<file path="config.mk">
export PLATFORM = sky130hd
export DESIGN_NAME = riscv_trace_monitor
export DESIGN_NICKNAME = d
export VERILOG_FILES = /design/src/rtl/riscv_trace_pkg.sv /design/src/rtl/trace_fifo.sv /design/src/rtl/riscv_trace_monitor.sv
export SDC_FILE = /design/constraint.sdc
export NUM_CORES = 1
export LEC_CHECK = 0
export CORE_ASPECT_RATIO = 1.2
export CORE_MARGIN = 2
export CORE_UTILIZATION = 55
export CTS_CLUSTER_SIZE = 30
export DETAILED_ROUTE_END_ITERATION = 8
export HOLD_SLACK_MARGIN = 0.05
export PLACE_DENSITY = 0.85
export RECOVER_POWER = 100
export SYNTH_ARGS = -nofsm -noshare
export SYNTH_HDL_FRONTEND = slang
export SYNTH_HIERARCHICAL = 1
export SYNTH_SLANG_ARGS = --single-unit
</file>
<file path="constraint.sdc">
create_clock -name clk -period 4.8 [get_ports clk]
set_clock_uncertainty 0.05 [all_clocks]
set_input_delay 0.96 -clock clk [delete_from_list [all_inputs] [get_ports clk]]
set_output_delay 0.96 -clock clk [all_outputs]
set_load 0.02 [all_outputs]
</file>
<file path="src/rtl/riscv_trace_pkg.sv">
// riscv_trace_pkg -- shared FSM state encoding and default parameter values
// for the RISC-V result trace monitor.
package riscv_trace_pkg;

   // Monitor phases: core held in reset, core running and traced, trace closed.
   typedef enum logic [1:0] {
      HOLD = 2'd0,
      RUN  = 2'd1,
      DONE = 2'd2
   } trace_state_e;

   localparam int DEF_DATA_W     = 32;
   localparam int DEF_DEPTH      = 16;
   localparam int DEF_RESET_HOLD = 4;
   localparam int DEF_MAX_CYCLES = 1000;
   localparam int DEF_TS_W       = 16;

endpackage : riscv_trace_pkg

</file>
<file path="src/rtl/trace_fifo.sv">
// trace_fifo -- circular trace buffer with occupancy count and a sticky
// overflow flag. A write is dropped only when the buffer is full and no pop
// happens in the same cycle; a simultaneous write and pop always succeeds.
module trace_fifo #(
   parameter int WIDTH = 32,
   parameter int DEPTH = 16
) (
   input  logic                   clk,
   input  logic                   reset,
   input  logic                   wr_en_i,
   input  logic [WIDTH-1:0]       wr_data_i,
   input  logic                   rd_ready_i,
   output logic                   rd_valid_o,
   output logic [WIDTH-1:0]       rd_data_o,
   output logic [$clog2(DEPTH):0] count_o,
   output logic                   overflow_o
);

   localparam int PTR_W = $clog2(DEPTH);
   localparam int CNT_W = PTR_W + 1;

   logic [WIDTH-1:0] mem_q [DEPTH];
   logic [PTR_W-1:0] wr_ptr_q, wr_ptr_d;
   logic [PTR_W-1:0] rd_ptr_q, rd_ptr_d;
   logic [CNT_W-1:0] count_q, count_d;
   logic             overflow_q, overflow_d;

   logic empty;
   logic full;
   logic pop;
   logic push;

   assign empty = (count_q == '0);
   assign full  = (count_q == CNT_W'(DEPTH));
   assign pop   = rd_ready_i && !empty;
   // A full buffer can still accept a write when the oldest entry leaves.
   assign push  = wr_en_i && (!full || pop);

   // Next-state for pointers, occupancy and the sticky overflow flag.
   always_comb begin
      // NOTE: every output of this block gets a default first, so no path
      // leaves a value unassigned and no latch is inferred.
      wr_ptr_d   = wr_ptr_q;
      rd_ptr_d   = rd_ptr_q;
      count_d    = count_q;
      overflow_d = overflow_q;
      // Pointers are PTR_W bits wide and DEPTH is a power of two, so the
      // increment wraps modulo DEPTH on its own.
      if (push) wr_ptr_d = wr_ptr_q + 1'b1;
      if (pop)  rd_ptr_d = rd_ptr_q + 1'b1;
      if (push && !pop) begin
         count_d = count_q + 1'b1;
      end else if (pop && !push) begin
         count_d = count_q - 1'b1;
      end
      if (wr_en_i && !push) overflow_d = 1'b1;
   end

   // Control registers, cleared asynchronously.
   always_ff @(posedge clk or posedge reset) begin
      // NOTE: sequential state uses non-blocking assignments only, so every
      // register samples the pre-edge values regardless of block order.
      if (reset) begin
         wr_ptr_q   <= '0;
         rd_ptr_q   <= '0;
         count_q    <= '0;
         overflow_q <= 1'b0;
      end else begin
         wr_ptr_q   <= wr_ptr_d;
         rd_ptr_q   <= rd_ptr_d;
         count_q    <= count_d;
         overflow_q <= overflow_d;
      end
   end

   // Entry storage, written at the write pointer on an accepted capture.
   // NOTE: the storage array has no reset; stale contents are never visible
   // because the read port is masked while the buffer is empty.
   always_ff @(posedge clk) begin
      if (push) mem_q[wr_ptr_q] <= wr_data_i;
   end

   assign rd_valid_o = !empty;
   assign rd_data_o  = empty ? '0 : mem_q[rd_ptr_q];
   assign count_o    = count_q;
   assign overflow_o = overflow_q;

endmodule : trace_fifo

</file>
<file path="src/rtl/riscv_trace_monitor.sv">
// riscv_trace_monitor -- holds the observed core in reset for RESET_HOLD
// cycles, then traces every change of its ALU result for MAX_CYCLES cycles
// into a circular buffer that a consumer drains with a valid/ready handshake.
// Optional feature macro: TRACE_TS_EN adds a per-entry RUN-cycle timestamp
// and the rd_ts output port.
module riscv_trace_monitor
   import riscv_trace_pkg::*;
#(
   parameter int DATA_W     = DEF_DATA_W,
   parameter int DEPTH      = DEF_DEPTH,
   parameter int RESET_HOLD = DEF_RESET_HOLD,
   parameter int MAX_CYCLES = DEF_MAX_CYCLES,
   parameter int TS_W       = DEF_TS_W
) (
   input  logic                   clk,
   input  logic                   reset,
   input  logic [DATA_W-1:0]      alu_result,
   output logic                   core_reset,
   output logic                   done,
   output logic                   rd_valid,
   input  logic                   rd_ready,
   output logic [DATA_W-1:0]      rd_data,
`ifdef TRACE_TS_EN
   output logic [TS_W-1:0]        rd_ts,
`endif
   output logic [$clog2(DEPTH):0] count,
   output logic                   overflow
);

   localparam int CNT_W  = $clog2(MAX_CYCLES + 1);
   localparam int HOLD_W = $clog2(RESET_HOLD + 1);
`ifdef TRACE_TS_EN
   localparam bit TS_EN  = 1'b1;
`else
   localparam bit TS_EN  = 1'b0;
`endif
   // Each buffer entry is the captured value, with the timestamp on top.
   localparam int ENTRY_W = DATA_W + (TS_EN ? TS_W : 0);

   trace_state_e      state_q;
   logic [HOLD_W-1:0] hold_cnt_q;
   logic [CNT_W-1:0]  run_cnt_q;
   logic              core_reset_q;
   logic              done_q;
   logic [DATA_W-1:0] last_q;

   logic               capture;
   logic [ENTRY_W-1:0] wr_entry;
   logic [ENTRY_W-1:0] rd_entry;

   // Phase sequencer with registered core_reset/done; the RUN counter ends at
   // MAX_CYCLES on the way into DONE and stays there.
   always_ff @(posedge clk or posedge reset) begin
      if (reset) begin
         state_q      <= HOLD;
         hold_cnt_q   <= '0;
         run_cnt_q    <= '0;
         core_reset_q <= 1'b1;
         done_q       <= 1'b0;
      end else begin
         unique case (state_q)
            HOLD: begin
               if (hold_cnt_q == HOLD_W'(RESET_HOLD - 1)) begin
                  state_q      <= RUN;
                  core_reset_q <= 1'b0;
               end else begin
                  hold_cnt_q <= hold_cnt_q + 1'b1;
               end
            end
            RUN: begin
               run_cnt_q <= run_cnt_q + 1'b1;
               if (run_cnt_q == CNT_W'(MAX_CYCLES - 1)) begin
                  state_q <= DONE;
                  done_q  <= 1'b1;
               end
            end
            DONE: begin
               state_q <= DONE;
            end
            default: begin
               state_q      <= HOLD;
               hold_cnt_q   <= '0;
               core_reset_q <= 1'b1;
               done_q       <= 1'b0;
            end
         endcase
      end
   end

   // A capture is requested on the first RUN cycle and whenever the result
   // differs from the last requested value; a request dropped on overflow
   // still becomes the reference for the next comparison.
   assign capture = (state_q == RUN) &&
                    ((run_cnt_q == '0) || (alu_result != last_q));

   // Reference value for change detection.
   always_ff @(posedge clk or posedge reset) begin
      if (reset) begin
         last_q <= '0;
      end else if (capture) begin
         last_q <= alu_result;
      end
   end

`ifdef TRACE_TS_EN
   assign wr_entry = {TS_W'(run_cnt_q), alu_result};
   assign rd_ts    = rd_entry[ENTRY_W-1:DATA_W];
`else
   assign wr_entry = alu_result;
`endif
   assign rd_data  = rd_entry[DATA_W-1:0];

   trace_fifo #(
      .WIDTH (ENTRY_W),
      .DEPTH (DEPTH)
   ) u_fifo (
      .clk        (clk),
      .reset      (reset),
      .wr_en_i    (capture),
      .wr_data_i  (wr_entry),
      .rd_ready_i (rd_ready),
      .rd_valid_o (rd_valid),
      .rd_data_o  (rd_entry),
      .count_o    (count),
      .overflow_o (overflow)
   );

   assign core_reset = core_reset_q;
   assign done       = done_q;

endmodule : riscv_trace_monitor

</file>
# Yosys cells after proc, flatten, opt, wreduce, memory -nomap -nowiden
# Memories as Yosys holds them, arrays and structs flattened.
# Cells that the tools add are included.
[totals]
reg_bits = 63
mem_count = 1
elab_cells = 64
output_inout_bits = 41
ramBits = 512
[op_classes]
reduce_logical = 22
bitwise_logic = 2
n_eq_ne = 9
muxes = 14
n_addsub = 6
[memory_table]
columns = ["name", "depth", "width", "read_ports", "rd_ports_with_merged_regs", "write_ports", "line", "source"]
rows = [
  ["u_fifo.mem_q", 16, 32, 1, 0, 1, "trace_fifo.sv:22", "logic [WIDTH-1:0] mem_q [DEPTH];"],
]
[op_table]
columns = ["op", "count"]
rows = [
  ["2-to-1 mux 32 bit", 1],
  ["inequality test 32 bit", 1],
  ["adder 10 x 1 -> 10 bit, second input constant", 1],
  ["== test 10 bit, second input constant", 1],
  ["logical NOT 10 bit", 1],
  ["2-to-1 mux 5 bit", 2],
  ["adder 4 x 1 -> 4 bit, second input constant", 2],
  ["AND reduction 2 bit", 4],
  ["logical AND 1 bit", 6],
  ["inequality test 2 bit, second input constant", 3],
  ["one-hot mux 2 bit (3 select lines)", 1],
  ["one-hot mux 3 bit (2 select lines)", 1],
  ["adder 5 x 1 -> 5 bit, second input constant", 1],
  ["== test 5 bit, second input constant", 1],
  ["logical NOT 5 bit", 1],
  ["subtractor 5 x 1 -> 5 bit, second input constant", 1],
  ["logical NOT 1 bit", 4],
  ["2-to-1 mux 1 bit", 4],
  ["2-to-1 mux 2 bit", 2],
  ["one-hot mux 1 bit (2 select lines)", 2],
  ["OR reduction 2 bit", 2],
  ["adder 3 x 1 -> 3 bit, second input constant", 1],
  ["== test 3 x 2 -> 1 bit, second input constant", 1],
  ["2-to-1 mux 3 bit", 1],
  ["other kinds (6)", 8],
]

# Depth between registers and ports, before layout
[logic_depth]
word_depth = 9
ltp_mapped = 17

# By module
# The synthesis kept the hierarchy.
[modules_own_cells]
columns = ["module", "cells_per_inst", "instances", "seq_area_each_um2", "area_per_inst_um2"]
rows = [
  ["trace_fifo", 878, 1, 15725.1, 20329.5],
  ["riscv_trace_monitor", 192, 1, 1227.4, 2414.8],
]

# Least setup slack after synthesis
# No wires, ideal clock.
[synth_timing]
path_type = "input to register"
startpoint = "in alu_result[26]"
endpoint = "mem u_fifo.mem_q[3][0], enable pin"
arrival_time_ps = 4258
n_path_buf = 2
stages = 10
path_slack_ps = 31
setup_ps = 461
cell_sequence = "xor2_1 nor4_1 nand4_1 o31ai_4 buf_6 inv_1 o31a_2 buf_2 nand2_1 nor3_1"
[synth_between]
elab_chain_cells = 6
[synth_lines]
columns = ["item", "line", "source"]
rows = [
  ["start, declared", "riscv_trace_monitor.sv:17", "input logic [DATA_W-1:0] alu_result,"],
  ["inequality test 32 bit", "riscv_trace_monitor.sv:94", "((run_cnt_q == '0) || (alu_result != last_q));"],
  ["logical OR 1 bit", "riscv_trace_monitor.sv:94", ""],
  ["logical AND 1 bit", "riscv_trace_monitor.sv:93", "assign capture = (state_q == RUN) &&"],
  ["via capture", "riscv_trace_monitor.sv:47", "logic capture;"],
  ["logical AND 1 bit", "trace_fifo.sv:37", "assign push = wr_en_i && (!full || pop);"],
  ["via u_fifo.push", "trace_fifo.sv:31", "logic push;"],
  ["2-to-1 mux 1 bit", "trace_fifo.sv:80", "if (push) mem_q[wr_ptr_q] <= wr_data_i;"],
  ["2-to-1 mux 1 bit (not written as such)", "trace_fifo.sv:80", ""],
  ["end, declared", "trace_fifo.sv:22", ""],
]
# The timed path passes the listed nets, and every way through them passes these cells.

# Worst setup path in the final report
[layout_timing]
startpoint = "reg u_fifo.count_q[0] (netlist: u_fifo/count_o[0])"
endpoint = "out rd_data[15]"
[layout_between]
elab_chain_cells = 2
[layout_lines]
columns = ["item", "line", "source"]
rows = [
  ["start, declared", "trace_fifo.sv:25", "logic [CNT_W-1:0] count_q, count_d;"],
  ["start signal, assigned", "trace_fifo.sv:71", "count_q <= count_d;"],
  ["logical NOT 5 bit", "trace_fifo.sv:33", "assign empty = (count_q == '0);"],
  ["2-to-1 mux 32 bit", "trace_fifo.sv:84", "assign rd_data_o = empty ? '0 : mem_q[rd_ptr_q];"],
  ["end, declared", "riscv_trace_monitor.sv:22", "output logic [DATA_W-1:0] rd_data,"],
]
# No other way between the ends.

==> flow_metrics.py <==
metrics = {
    "synth": {
        "ys_ff_latch": 575,
        "synth_edf_count": 512,
        "synth.area.mux_share_pct": 16.0,
        "ys_seq_area_share_pct": 74.5,
        "synth_cells": 1070,
        "synth.most_common_cell": "edfxtp_1",
        "netlist.area_leader.share_pct": 67.6,
        "ys.flop_type": "edfxtp_1",
        "ys_types": 45,
        "synth_top_family_by_area": "multiplexers",
        "synth_async_sr_flop_share_pct": 11.0,
        "yosys.area_share.simple_pct": 2.57,
        "ys_warn_count": 6,
        "synth_top_area_cell": "edfxtp_1",
        "synthesis.nets": 1122,
        "syn_avg_cell_area_um2": 21.3,
        "synthAdderAreaFrac_pct": 0.968,
        "synth_compound_area_share_pct": 2.38,
        "yosys-top-cells-count": "512 x edfxtp_1, 128 x mux4_2, 65 x mux2_2",
        "synth_area_leaders": "edfxtp_1 68%, mux4_2 13%, dfrtp_1 6.8%",
        "synthXorXnorAreaFrac_pct": 1.93,
        "synth_area_mm2": 0.0227,
    },
    "min_path": {
        "hold_path_depth": 1,
        "hp-start": "u_fifo/overflow_o",
        "min_path_type": "reg -> reg",
        "min_delay_worst_endpoint": "u_fifo/overflow_o",
    },
    "sta": {
        "max_freq_mhz": 214,
        "slew_violations": 39,
        "rsz0062_at_grt": "false",
        "max_slew_margin_pct": -30.5,
        "tns_ns": 0,
        "hold_viol_final": 0,
        "worst_slew_pin_slew_ns": 1.96,
        "holdWs_ns": 0.450,
        "setup_viol": 0,
        "finalCriticalPeriod_ns": 4.68,
        "period_share_pct": 97.5,
    },
    "grt": {
        "grt-ovfl-total": 0,
        "grtUsageTotal_pct": 25.4,
        "antenna_found_initial": 0,
        "grt_max_degree": 71,
        "grt_pass1_wl_um": 78400,
        "grt_pass1_vias": 12085,
    },
    "critical_path": {
        "worstSetupPathType": "reg -> out",
        "crit_required_ns": 3.79,
        "cp-start-kind": "flip-flop",
        "end_kind": "primary output",
        "r2r_start": "run_cnt_q[0]",
        "r2r_slack_ns": 0.72,
        "timing.rr.end": "u_fifo/mem_q[11][17]",
        "cp_max_fo": 11,
        "cp.arrival_ns": 3.67,
        "r2r_cells": 12,
    },
    "floorplan": {
        "die_y_um": 227,
        "core_area_mm2": 0.0407,
        "start_util_pct": 55.8,
        "io_pins": 76,
        "die_x_um": 190,
        "rows": 81,
        "die-area_mm2": 0.0430,
    },
    "power": {
        "p_clk_share_pct": 25.9,
        "combPwrFrac_pct": 32.9,
        "powerDensity_mw_per_mm2": 634,
        "swShare_pct": 31.1,
        "leakagePower_nw": 8.66,
        "p_int_w": 0.0114,
        "pwr-share-seq_pct": 41.2,
        "irDropWorstVdd_uv": 390,
        "p_sw_w": 0.00516,
        "power.total_w": 0.0166,
    },
    "layout": {
        "nets": 1274,
        "diodes": 0,
        "drive_gt1_share_pct": 25.6,
        "syn_to_final_growth_pct": 15.0,
    },
    "drt": {
        "routed_wl_um": 53000,
        "drt-wirelength-per-cell_um": 29.4,
        "drcViolationCount": 0,
        "num_vias": 11568,
        "viasPerCell": 6.42,
        "dr.first_iter.drc_count": 1151,
        "ant_nets": 0,
        "dr.pass1.iters": 5,
    },
    "clock_tree": {
        "clk_path_buf_depth": 3,
        "cts_buffers": 52,
        "cts_root_buf": "clkbuf_16",
        "clock-sinks": 575,
        "htree_levels": 2,
        "cts-hold-fix-buffers": 0,
        "postCtsSetupRepairBufs": 0,
        "cts_tree": "yes",
        "clock_latency_ns": 0.58,
        "cts.clk_slew.worst_paths_ns": 0.06,
        "cts-resized-gates": 0,
    },
    "flow_run": {
        "drv_cap": 1,
    },
    "status": {
        "violations": "capacitance limit, slew limit",
        "status": "complete, but fails checks",
    },
    "placed_design": {
        "hpwl_um": 29500,
        "gp_congestion": 0.821,
        "port-buffer-count": 75,
    },
}
per-stage QoR:
step | setup slack (ns) | cells | utilization (%) | instance area (um2)
after floorplan | 0.0314 | 1070 | - | 22700
after global placement | 0.165 | 1707 | 60.7 | 24700
after detailed placement | 0.102 | 1707 | 60.7 | 24700
after CTS | 0.139 | 1803 | 65.1 | 26500
after global routing | 0.0349 | 1803 | 64.2 | 26100
final | 0.119 | 1803 | 64.2 | 26100
routing by layer:
metal	global-route usage, %	vias up	wire, um
li1	-	4697	-
met4	10.9	0	2350
met1	31.8	6079	18600
met2	44.4	636	27800
met5	0	-	0
met3	4.10	156	4260
registers in the layout (all words and copies together) (netlist names):
signal             flops
core_reset             1
done                   1
hold_cnt_q             3
last_q                32
run_cnt_q             10
state_q                2
u_fifo/count_o         5
u_fifo/mem_q         512
u_fifo/overflow_o      1
u_fifo/rd_ptr_q        4
u_fifo/wr_ptr_q        4
power by group through the flow:
stage / registers [W] / logic (W) / clock network, W
4_1_cts: 0.00682 / 0.00572 / 0.00434
2_1_floorplan: 0.00671 / 0.00359 / 0
3_3_place_gp: 0.00681 / 0.00553 / 0
6_report: 0.00683 / 0.00545 / 0.00430
5_1_grt: 0.00688 / 0.00572 / 0.00453
3_5_place_dp: 0.00689 / 0.00564 / 0
layout make-up:
class | instances | area, um2
Clock buffer | 69 | 1450
Clock inverter | 27 | 328
Fill cell | 2590 | 14600
Inverter | 14 | 52.6
Multi-Input combinational cell | 428 | 5440
Sequential cell | 575 | 17000
Tap cell | 539 | 674
Timing Repair Buffer | 151 | 1240
placed cells by master, fill, tap and decap left out, drive strengths merged, types with 3 or more instances in the layout:
cell	instances
a21o	3
a21oi	5
a221o	33
a22o	3
and2b	14
buf	21
bufinv	7
clkbuf	124
clkdlybuf4s50	21
clkinv	15
clkinvlp	5
dfrtp	62
dlygate4sd3	54
edfxtp	512
ha	16
inv	14
mux2	68
mux4	128
nand2	14
nand2b	3
nand3	6
nand4	7
nor2	19
nor2b	19
nor3	9
nor4	9
o21ai	11
xnor2	13
xor2	37
critical path, stage by stage, from the launching register on:
cell and delay, ns:
dfrtp_1 0.44, or4_1 0.70, o21ai_0 0.36, nor2_4 0.18, clkbuf_2 0.34, a221o_1 0.41, dlygate4sd3_1 0.66
worst max-delay path by stage:
stage,to,from,slack (ns),cells after the start
floorplan,u_fifo/mem_q[3][0],alu_result[26],0.03,10
global placement,u_fifo/count_o[4],alu_result[0],0.16,15
detailed placement,u_fifo/count_o[4],alu_result[21],0.10,14
CTS,rd_data[6],u_fifo/rd_ptr_q[3],0.14,5
global route,rd_data[17],u_fifo/count_o[0],0.03,6
finish,rd_data[15],u_fifo/count_o[0],0.12,6
cell families after synthesis:
group | after synthesis
adder cells (fa/ha/maj) | 17
buffers and inverters | 67
flip-flops | 575
AND/OR/NAND/NOR | 103
AO/OA/AOI/OAI | 62
multiplexers | 196
XOR/XNOR | 50
Power figures use the tool's default switching activity.
